### src/rtl/seg7_pkg.sv
// Hex glyph table for {g,f,e,d,c,b,a} seven-segment displays, active-high.
// Shared by the nibble decoder and the scanned priority-encoder display.
package seg7_pkg;

  localparam logic [6:0] SEG_OFF  = 7'h00;
  localparam logic [6:0] SEG_DASH = 7'h40;

  localparam logic [6:0] HEX_GLYPH [16] = '{
    7'h3F, 7'h06, 7'h5B, 7'h4F, 7'h66, 7'h6D, 7'h7D, 7'h07,
    7'h7F, 7'h6F, 7'h77, 7'h7C, 7'h39, 7'h5E, 7'h79, 7'h71
  };

  function automatic logic [6:0] hex_to_seg(input logic [3:0] nibble);
    return HEX_GLYPH[nibble];
  endfunction

endpackage

### src/rtl/hex_to_seg7.sv
// Combinational nibble-to-glyph decoder, active-high segments, zero latency.
// No flow control: pure function of the nibble.
module hex_to_seg7
  import seg7_pkg::*;
(
  input  logic [3:0] nibble,
  output logic [6:0] seg
);

  assign seg = hex_to_seg(nibble);

endmodule

### src/rtl/priority_encoder_hex_scan.sv
// Registered priority encoder shown as hex on a multiplexed seven-segment display.
// Index/valid one cycle after capture, segments one more; no backpressure, free-running scan.
module priority_encoder_hex_scan
  import seg7_pkg::*;
#(
  parameter int IN_WIDTH   = 16,
  parameter int DIGITS     = 2,
  parameter int SCAN_DIV   = 1000,
  parameter int ACTIVE_LOW = 1
) (
  input  logic                  clk,
  input  logic                  rst_n,
  input  logic [IN_WIDTH-1:0]   encoder_in,
  input  logic                  sample_en,
  input  logic                  msb_first,
  input  logic                  enable,
  output logic [4*DIGITS-1:0]   index,
  output logic                  valid,
  output logic [6:0]            segments,
  output logic [DIGITS-1:0]     digit_en
);

  localparam int   IDXW = 4 * DIGITS;
  localparam int   PW   = (SCAN_DIV > 1) ? $clog2(SCAN_DIV) : 1;
  localparam int   PTRW = (DIGITS > 1) ? $clog2(DIGITS) : 1;
  localparam logic POL  = (ACTIVE_LOW != 0);

  logic [IN_WIDTH-1:0] req_q;
  logic                mode_q;
  logic [IDXW-1:0]     win;
  logic [PW-1:0]       prescale;
  logic [PTRW-1:0]     ptr;
  logic [3:0]          nib;
  logic [6:0]          glyph;
  logic [6:0]          seg_hi;
  logic [DIGITS-1:0]   den_hi;

  always_ff @(posedge clk or negedge rst_n) begin
    if (!rst_n) begin
      req_q  <= '0;
      mode_q <= 1'b0;
    end else if (sample_en) begin
      req_q  <= encoder_in;
      mode_q <= msb_first;
    end
  end

  // Last match in scan order wins, so scan upward for MSB-first and downward for LSB-first.
  always_comb begin
    win = '0;
    if (mode_q) begin
      for (int i = 0; i < IN_WIDTH; i++)
        if (req_q[i]) win = IDXW'(i);
    end else begin
      for (int i = IN_WIDTH - 1; i >= 0; i--)
        if (req_q[i]) win = IDXW'(i);
    end
  end

  always_ff @(posedge clk or negedge rst_n) begin
    if (!rst_n) begin
      index <= '0;
      valid <= 1'b0;
    end else begin
      index <= win;
      valid <= |req_q;
    end
  end

  always_ff @(posedge clk or negedge rst_n) begin
    if (!rst_n) begin
      prescale <= '0;
      ptr      <= '0;
    end else if (prescale == PW'(SCAN_DIV - 1)) begin
      prescale <= '0;
      ptr      <= (ptr == PTRW'(DIGITS - 1)) ? '0 : ptr + 1'b1;
    end else begin
      prescale <= prescale + 1'b1;
    end
  end

  assign nib = 4'(index >> {ptr, 2'b00});

  hex_to_seg7 u_hex_to_seg7 (
    .nibble (nib),
    .seg    (glyph)
  );

  always_comb begin
    seg_hi = SEG_OFF;
    den_hi = '0;
    if (enable) begin
      den_hi = DIGITS'(1) << ptr;
      seg_hi = valid ? glyph : SEG_DASH;
    end
  end

  // Registers hold pin polarity directly so reset shows a dark display.
  always_ff @(posedge clk or negedge rst_n) begin
    if (!rst_n) begin
      segments <= {7{POL}};
      digit_en <= {DIGITS{POL}};
    end else begin
      segments <= seg_hi ^ {7{POL}};
      digit_en <= den_hi ^ {DIGITS{POL}};
    end
  end

endmodule

### config.mk
export PLATFORM = sky130hd
export DESIGN_NAME = priority_encoder_hex_scan
export DESIGN_NICKNAME = d
export VERILOG_FILES = /design/src/rtl/seg7_pkg.sv /design/src/rtl/hex_to_seg7.sv /design/src/rtl/priority_encoder_hex_scan.sv
export SDC_FILE = /design/constraint.sdc
export NUM_CORES = 1
export LEC_CHECK = 0
export BUFFER_PORTS_ARGS = -buffer_cell sky130_fd_sc_hd__clkbuf_2
export CAP_MARGIN = 20
export CORE_UTILIZATION = 40
export DETAILED_ROUTE_END_ITERATION = 8
export HOLD_SLACK_MARGIN = 0.08
export SLEW_MARGIN = 10
export SYNTH_ARGS = -nofsm -noshare
export SYNTH_HDL_FRONTEND = slang
export SYNTH_HIERARCHICAL = 1
export SYNTH_SLANG_ARGS = --single-unit
### constraint.sdc
create_clock -name clk -period 2.2 [get_ports clk]
set_clock_uncertainty 0.1 [all_clocks]
set_input_delay 0.11 -clock clk [delete_from_list [all_inputs] [get_ports clk]]
set_output_delay 0.11 -clock clk [all_outputs]
set_load 0.02 [all_outputs]
== After elaboration in Yosys (flattened, before gate mapping) ==
Memory sizes are Yosys's and may differ from the RTL's.
Index checks and enable logic that the tools add are counted.

* Memories: 1
* Bits in read-only memories: 112
* Input port bits: 21
* Register bits: 46
* Logic and storage cells: 58

* Bitwise operators: 3
* Shift operators: 2
* Reduce and logical (&&, ||, !) cells: 1
* Equal/unequal tests: 1
* $add $sub $neg: 2
* Mux-type cells: 39
* $lt $le $gt $ge: 1

{| class="wikitable"
|+ Memory list
! memory !! words !! bits a word !! read ports !! clocked after Yosys merged registers in !! wr ports !! RTL line !! RTL
|-
| (no name shown) || 16 || 7 || 1 || 0 || 0 || seg7_pkg.sv:14 || <nowiki>return HEX_GLYPH[nibble];</nowiki>
|}

{| class="wikitable"
|+ Operators with widths
! operator !! count
|-
| 8-bit two-way mux || 29
|-
| 7-bit two-way mux || 4
|-
| 16-bit OR reduction || 1
|-
| 10-bit by 1-bit adder with 10-bit output (second input constant) || 1
|-
| 10-bit == test (second input constant) || 1
|-
| 10-bit two-way mux || 1
|-
| 8-bit by 3-bit right shift with 4-bit output || 1
|-
| 7-bit inverter || 1
|-
| 5-bit >= comparator (second input constant) || 1
|-
| 4-bit inverter with 5-bit output || 1
|-
| 2-bit two-way mux || 2
|-
| 4-bit two-way mux || 1
|-
| 1-bit two-way mux || 2
|-
| 2-bit inverter || 1
|-
| 1-bit by 1-bit << shifter with 2-bit output (first input constant) || 1
|-
| 1-bit adder (second input constant) || 1
|}

== Longest topological paths before layout ==
* Word-level depth: 17
* Depth in mapped cells: 6
* Mapped depth without buffers: 6

== Cells and area by module ==
The synthesis kept the hierarchy.

{| class="wikitable"
|+ Modules (own cells, without submodules)
! module !! cells each !! instances !! seq. area each (µm²) !! area an instance (µm²)
|-
| priority_encoder_hex_scan || 181 || 1 || 1062.3 || 1890.6
|-
| hex_to_seg7 || 33 || 1 || 0.0 || 287.8
|}

== Worst setup path before layout ==
OpenSTA, ideal clock, no wires.

* Path type: reg-to-reg
* Start point: register index[1]
* End point: register segments[3]
* Library setup time: 0.061 ns
* Arrival: 1.681 ns
* Slack: 0.358 ns
* Clock period less this slack: 1.842 ns
* Cell stages (with the launch flop): 6
* Cells stage by stage: dfrtp_1 nor2b_1 inv_1 ha_1 mux4_1 nand2_1

* Longest elaborated chain between the ends: 8

{| class="wikitable"
|+ Ends and longest elaborated chain
! element !! RTL line !! RTL
|-
| start, declared || priority_encoder_hex_scan.sv:17 || <nowiki>output logic [4*DIGITS-1:0] index,</nowiki>
|-
| start signal, assigned || priority_encoder_hex_scan.sv:65 || <nowiki>index <= win;</nowiki>
|-
| 8-bit by 3-bit right shift with 4-bit output || priority_encoder_hex_scan.sv:82 || <nowiki>assign nib = 4'(index >> {ptr, 2'b00});</nowiki>
|-
| named net nib[1] || priority_encoder_hex_scan.sv:33 || <nowiki>logic [3:0] nib;</nowiki>
|-
| 4-bit inverter with 5-bit output (implied by the code) || seg7_pkg.sv:14 ||
|-
| memory read 16 x 7 bit || - ||
|-
| 7-bit two-way mux (implied by the code) (2 in series) || seg7_pkg.sv:14 ||
|-
| named net glyph[3] || priority_encoder_hex_scan.sv:34 || <nowiki>logic [6:0] glyph;</nowiki>
|-
| 7-bit two-way mux || priority_encoder_hex_scan.sv:94 || <nowiki>seg_hi = valid ? glyph : SEG_DASH;</nowiki>
|-
| 7-bit two-way mux || priority_encoder_hex_scan.sv:92 || <nowiki>if (enable) begin</nowiki>
|-
| 7-bit inverter (no source line) || - ||
|-
| end signal, assigned || priority_encoder_hex_scan.sv:101 || <nowiki>segments <= {7{POL}};</nowiki>
|-
| end signal, assigned || priority_encoder_hex_scan.sv:104 || <nowiki>segments <= seg_hi ^ {7{POL}};</nowiki>
|-
| end, declared || priority_encoder_hex_scan.sv:19 || <nowiki>output logic [6:0] segments,</nowiki>
|}

The timed path passes the listed nets, and every way through them passes these cells. The select of a mux whose other input is x is not followed.
A chain may end at the register's enable or synchronous reset.

== Worst setup path after layout ==
* Start point: register ptr
* End point: register segments[3]

* Longest elaborated chain between the ends: 8

{| class="wikitable"
|+ Ends and longest elaborated chain
! element !! RTL line !! RTL
|-
| start, declared || priority_encoder_hex_scan.sv:32 || <nowiki>logic [PTRW-1:0] ptr;</nowiki>
|-
| start signal, assigned || priority_encoder_hex_scan.sv:76 || <nowiki>ptr <= (ptr == PTRW'(DIGITS - 1)) ? '0 : ptr + 1'b1;</nowiki>
|-
| 8-bit by 3-bit right shift with 4-bit output || priority_encoder_hex_scan.sv:82 ||
|-
| named net nib[1] || priority_encoder_hex_scan.sv:33 ||
|-
| 4-bit inverter with 5-bit output (implied by the code) || seg7_pkg.sv:14 ||
|-
| memory read 16 x 7 bit || - ||
|-
| 7-bit two-way mux (implied by the code) (2 in series) || seg7_pkg.sv:14 ||
|-
| named net glyph[3] || priority_encoder_hex_scan.sv:34 ||
|-
| 7-bit two-way mux || priority_encoder_hex_scan.sv:94 ||
|-
| 7-bit two-way mux || priority_encoder_hex_scan.sv:92 ||
|-
| 7-bit inverter (no source line) || - ||
|}

The timed path passes the listed nets, and every way through them passes these cells. The select of a mux whose other input is x is not followed.

==> results.py <==
metrics = {
    "placement": {
        "placed_cells": 315,
        "dpl.hpwl_mm": 2.89,
        "routabilityCongestion": 0.788,
        "port-buffer-count": 34,
        "pre_cts_ws_ns": 0.204,
    },
    "clock_network": {
        "cts_resized": 0,
        "cts_tree": "done",
        "cts_buffers": 5,
        "root_buffer": "clkbuf_8",
        "clock_latency_ns": 0.29,
        "clk_path_buf_depth": 2,
        "h-tree-depth": 2,
        "clk_pin_slew_worst_paths_ns": 0.08,
        "clock-sinks": 42,
    },
    "worst_setup_path": {
        "crit_fanout": 7,
        "path_class": "register to register",
        "rrSetupSlack_ns": 0.20,
        "slowest_delay_ns": 0.50,
        "worstPathCellList": "nor2b_1, inv_1, ha_1, mux4_1, nand2_1",
        "worst_setup_path_start_kind": "register",
        "setup.worst_path.end_class": "register",
        "critPathSlowestCell": "mux4_1",
        "critical_path_arrival_ns": 2.13,
        "cp.required_ns": 2.33,
    },
    "floorplanning": {
        "initial_core_util": 0.421,
        "die-area_um2": 5740,
        "die_w_um": 75.8,
        "row_count": 26,
        "coreArea_um2": 5170,
        "die_h_um": 75.8,
        "io-pin-count": 39,
    },
    "final_layout": {
        "fillers": 471,
        "finish.utilization": 0.521,
        "drive_above_1_share": 0.265,
        "num_antenna_cells": 0,
        "syn2layout_area_growth_pct": 23.7,
        "final_nets": 300,
        "final_cells": 342,
    },
    "logic_synthesis": {
        "post-synth-top-area-cell": "dfrtp_1",
        "synth_top_area_frac": 0.379,
        "ys_top_cells_by_count": "dfrtp_1 (33), nand2_1 (24), nor2_1 (17)",
        "syn_avg_cell_area_um2": 10.2,
        "synthArstFlopShare": 1.00,
        "synth.distinct_cells": 47,
        "ys_top_cells_by_area": "dfrtp_1 (38%), dfstp_2 (11%), mux2_2 (6.2%), ha_1 (4.6%), nand2_1 (4.1%)",
        "ys_warn_count": 6,
        "syn_area_um2": 2180,
        "synth_edf_count": 0,
        "yosys_most_used_dff": "dfrtp_1",
        "ys_seq_elements": 42,
        "synth.yosys.seq_area_share": 0.488,
        "yosysMostFrequentCell": "dfrtp_1",
        "syn_inst": 214,
    },
    "global_routing": {
        "grt.busiest_layer": "met2",
        "met2_usage": 0.254,
        "grt.overflow.total": 0,
        "grt_max_degree": 26,
        "grt_pass1_wl_mm": 6.57,
        "gr-usage-all-layers": 0.153,
        "grt_antenna_before_repair": 0,
        "grt_use_met3": 0.0476,
        "first_global_vias": 1494,
        "grt_use_met1": 0.190,
    },
    "pwr": {
        "power.total_uw": 1800,
        "power_leakage_uw": 0.00124,
        "p_per_area_nw_per_um2": 670,
        "vdd_drop_max_mv": 0.304,
    },
    "routing": {
        "wire_per_inst_um": 11.5,
        "drtIter0Drc": 39,
        "routed_via_density": 4.85,
        "wirelength_mm": 3.94,
        "dr.pass1.iters": 4,
        "route.detailed.drc": 0,
        "ant_nets": 0,
        "num_vias": 1657,
    },
    "timing": {
        "fin_crit_ns": 2.00,
        "setup_viol": 0,
        "rsz0062_at_grt": "false",
        "worst_slack_ns": 0.199,
        "finalHoldViolations": 0,
        "finalCritPeriodShare": 0.909,
        "max_freq_ghz": 0.500,
        "final.setup.tns_ns": 0,
        "timing.final.max_slew_violations": 0,
    },
    "outcome": {
        "status": "complete, no violations",
    },
    "job": {
        "cap_violations": 0,
    },
    "hold_path": {
        "hp-class": "primary input to asynchronous set/reset pin",
    },
}
-- flip-flops by register name, summed over array words and instances, names as in the netlist --
name and cells:
digit_en 2, req_q 16, index 4, ptr 1, valid 1, segments 7
mode_q 1, prescale 10
-- stage by stage --
stage          cell area [um^2]  hold WS (ns)
2_1_floorplan              2190        -0.286
3_3_place_gp               2410       -0.0650
3_5_place_dp               2410       -0.0622
4_1_cts                    2700         0.156
5_1_grt                    2700         0.199
6_report                   2700         0.147
-- critical path: cells and delay by family, from the launching register on --
family / cells / cell delay, ns
multiplexers: 1 / 0.50
flip-flops: 1 / 0.46
AND/OR/NAND/NOR: 2 / 0.40
adder cells (fa/ha/maj): 1 / 0.33
buffers and inverters: 1 / 0.16
-- layer usage --
metal  up-vias  share of wire
met2        43           0.45
met3         7          0.047
met5         -              0
met4         0          0.014
li1        842              -
met1       765           0.49
-- where the power goes --
group / internal (uW) / leakage [uW] / switching, uW / total (uW)
Clock: 253 / 0.0000482 / 260 / 513
Sequential: 847 / 0.000494 / 51.7 / 899
Combinational: 181 / 0.000694 / 212 / 393
-- cells by family (layout without fill, tap and decap cells) --
group / count (synthesis) / in the layout / share of synthesized area
AOI/OAI and AO/OA: 43 / 43 / 0.126
xor gates and xnor gates: 7 / 7 / 0.0281
adders and majority gates: 8 / 8 / 0.0460
buffers and inverters: 26 / 81 / 0.0569
DFF: 42 / 42 / 0.488
muxes: 15 / 15 / 0.0833
other: 1 / 4 / 0.00172
and+or+nand+nor: 72 / 72 / 0.170
-- layout by cell type, fill, tap and decap left out, types with 2 or more instances in the layout --
cell type / instances
nand3_1: 3
o22a_1: 2
nor3_1: 5
a21oi_1: 11
o31ai_1: 4
and2_1: 2
nor2_1: 17
or3_1: 2
clkbuf_8: 6
nand3_2: 2
xor2_1: 6
dfstp_2: 9
nand2_1: 24
ha_1: 8
dfrtp_1: 33
o22ai_1: 2
conb_1: 4
clkbuf_2: 34
o21ai_0: 11
inv_1: 16
o21ai_1: 2
nor2b_1: 7
mux2_2: 12
nand2b_1: 2
a31oi_1: 2
buf_4: 4
dlygate4sd3_1: 19
mux2i_1: 2
-- layout make-up --
cell class / count / area, um^2 / share of cell area
flip-flops and latches: 42 / 1060 / 0.394
multi-input cells: 149 / 1000 / 0.372
repair buffers: 57 / 390 / 0.145
well taps: 70 / 87.6 / 0.0325
clock buffers: 7 / 86.3 / 0.0320
inverters: 16 / 60.1 / 0.0223
clock inverters: 1 / 5.00 / 0.00186
-- timing repair --
item	in CTS	in global routing
hold buffers	19	0
hold endpoints to repair	60	0
buffers inserted	0	0
-- path summary, 6_finish.rpt --
check | start | to | depth (start not counted)
setup / recovery | ptr | segments[3] | 5
hold / removal | rst_n | prescale[4] | 2
setup reg to reg | ptr | segments[3] | 5
hold reg to reg | prescale[0] | prescale[0] | 1
max in group asynchronous | rst_n | segments[2] | 3
min in group clk | sample_en | req_q[6] | 3
(Power assumes the default switching activity.)
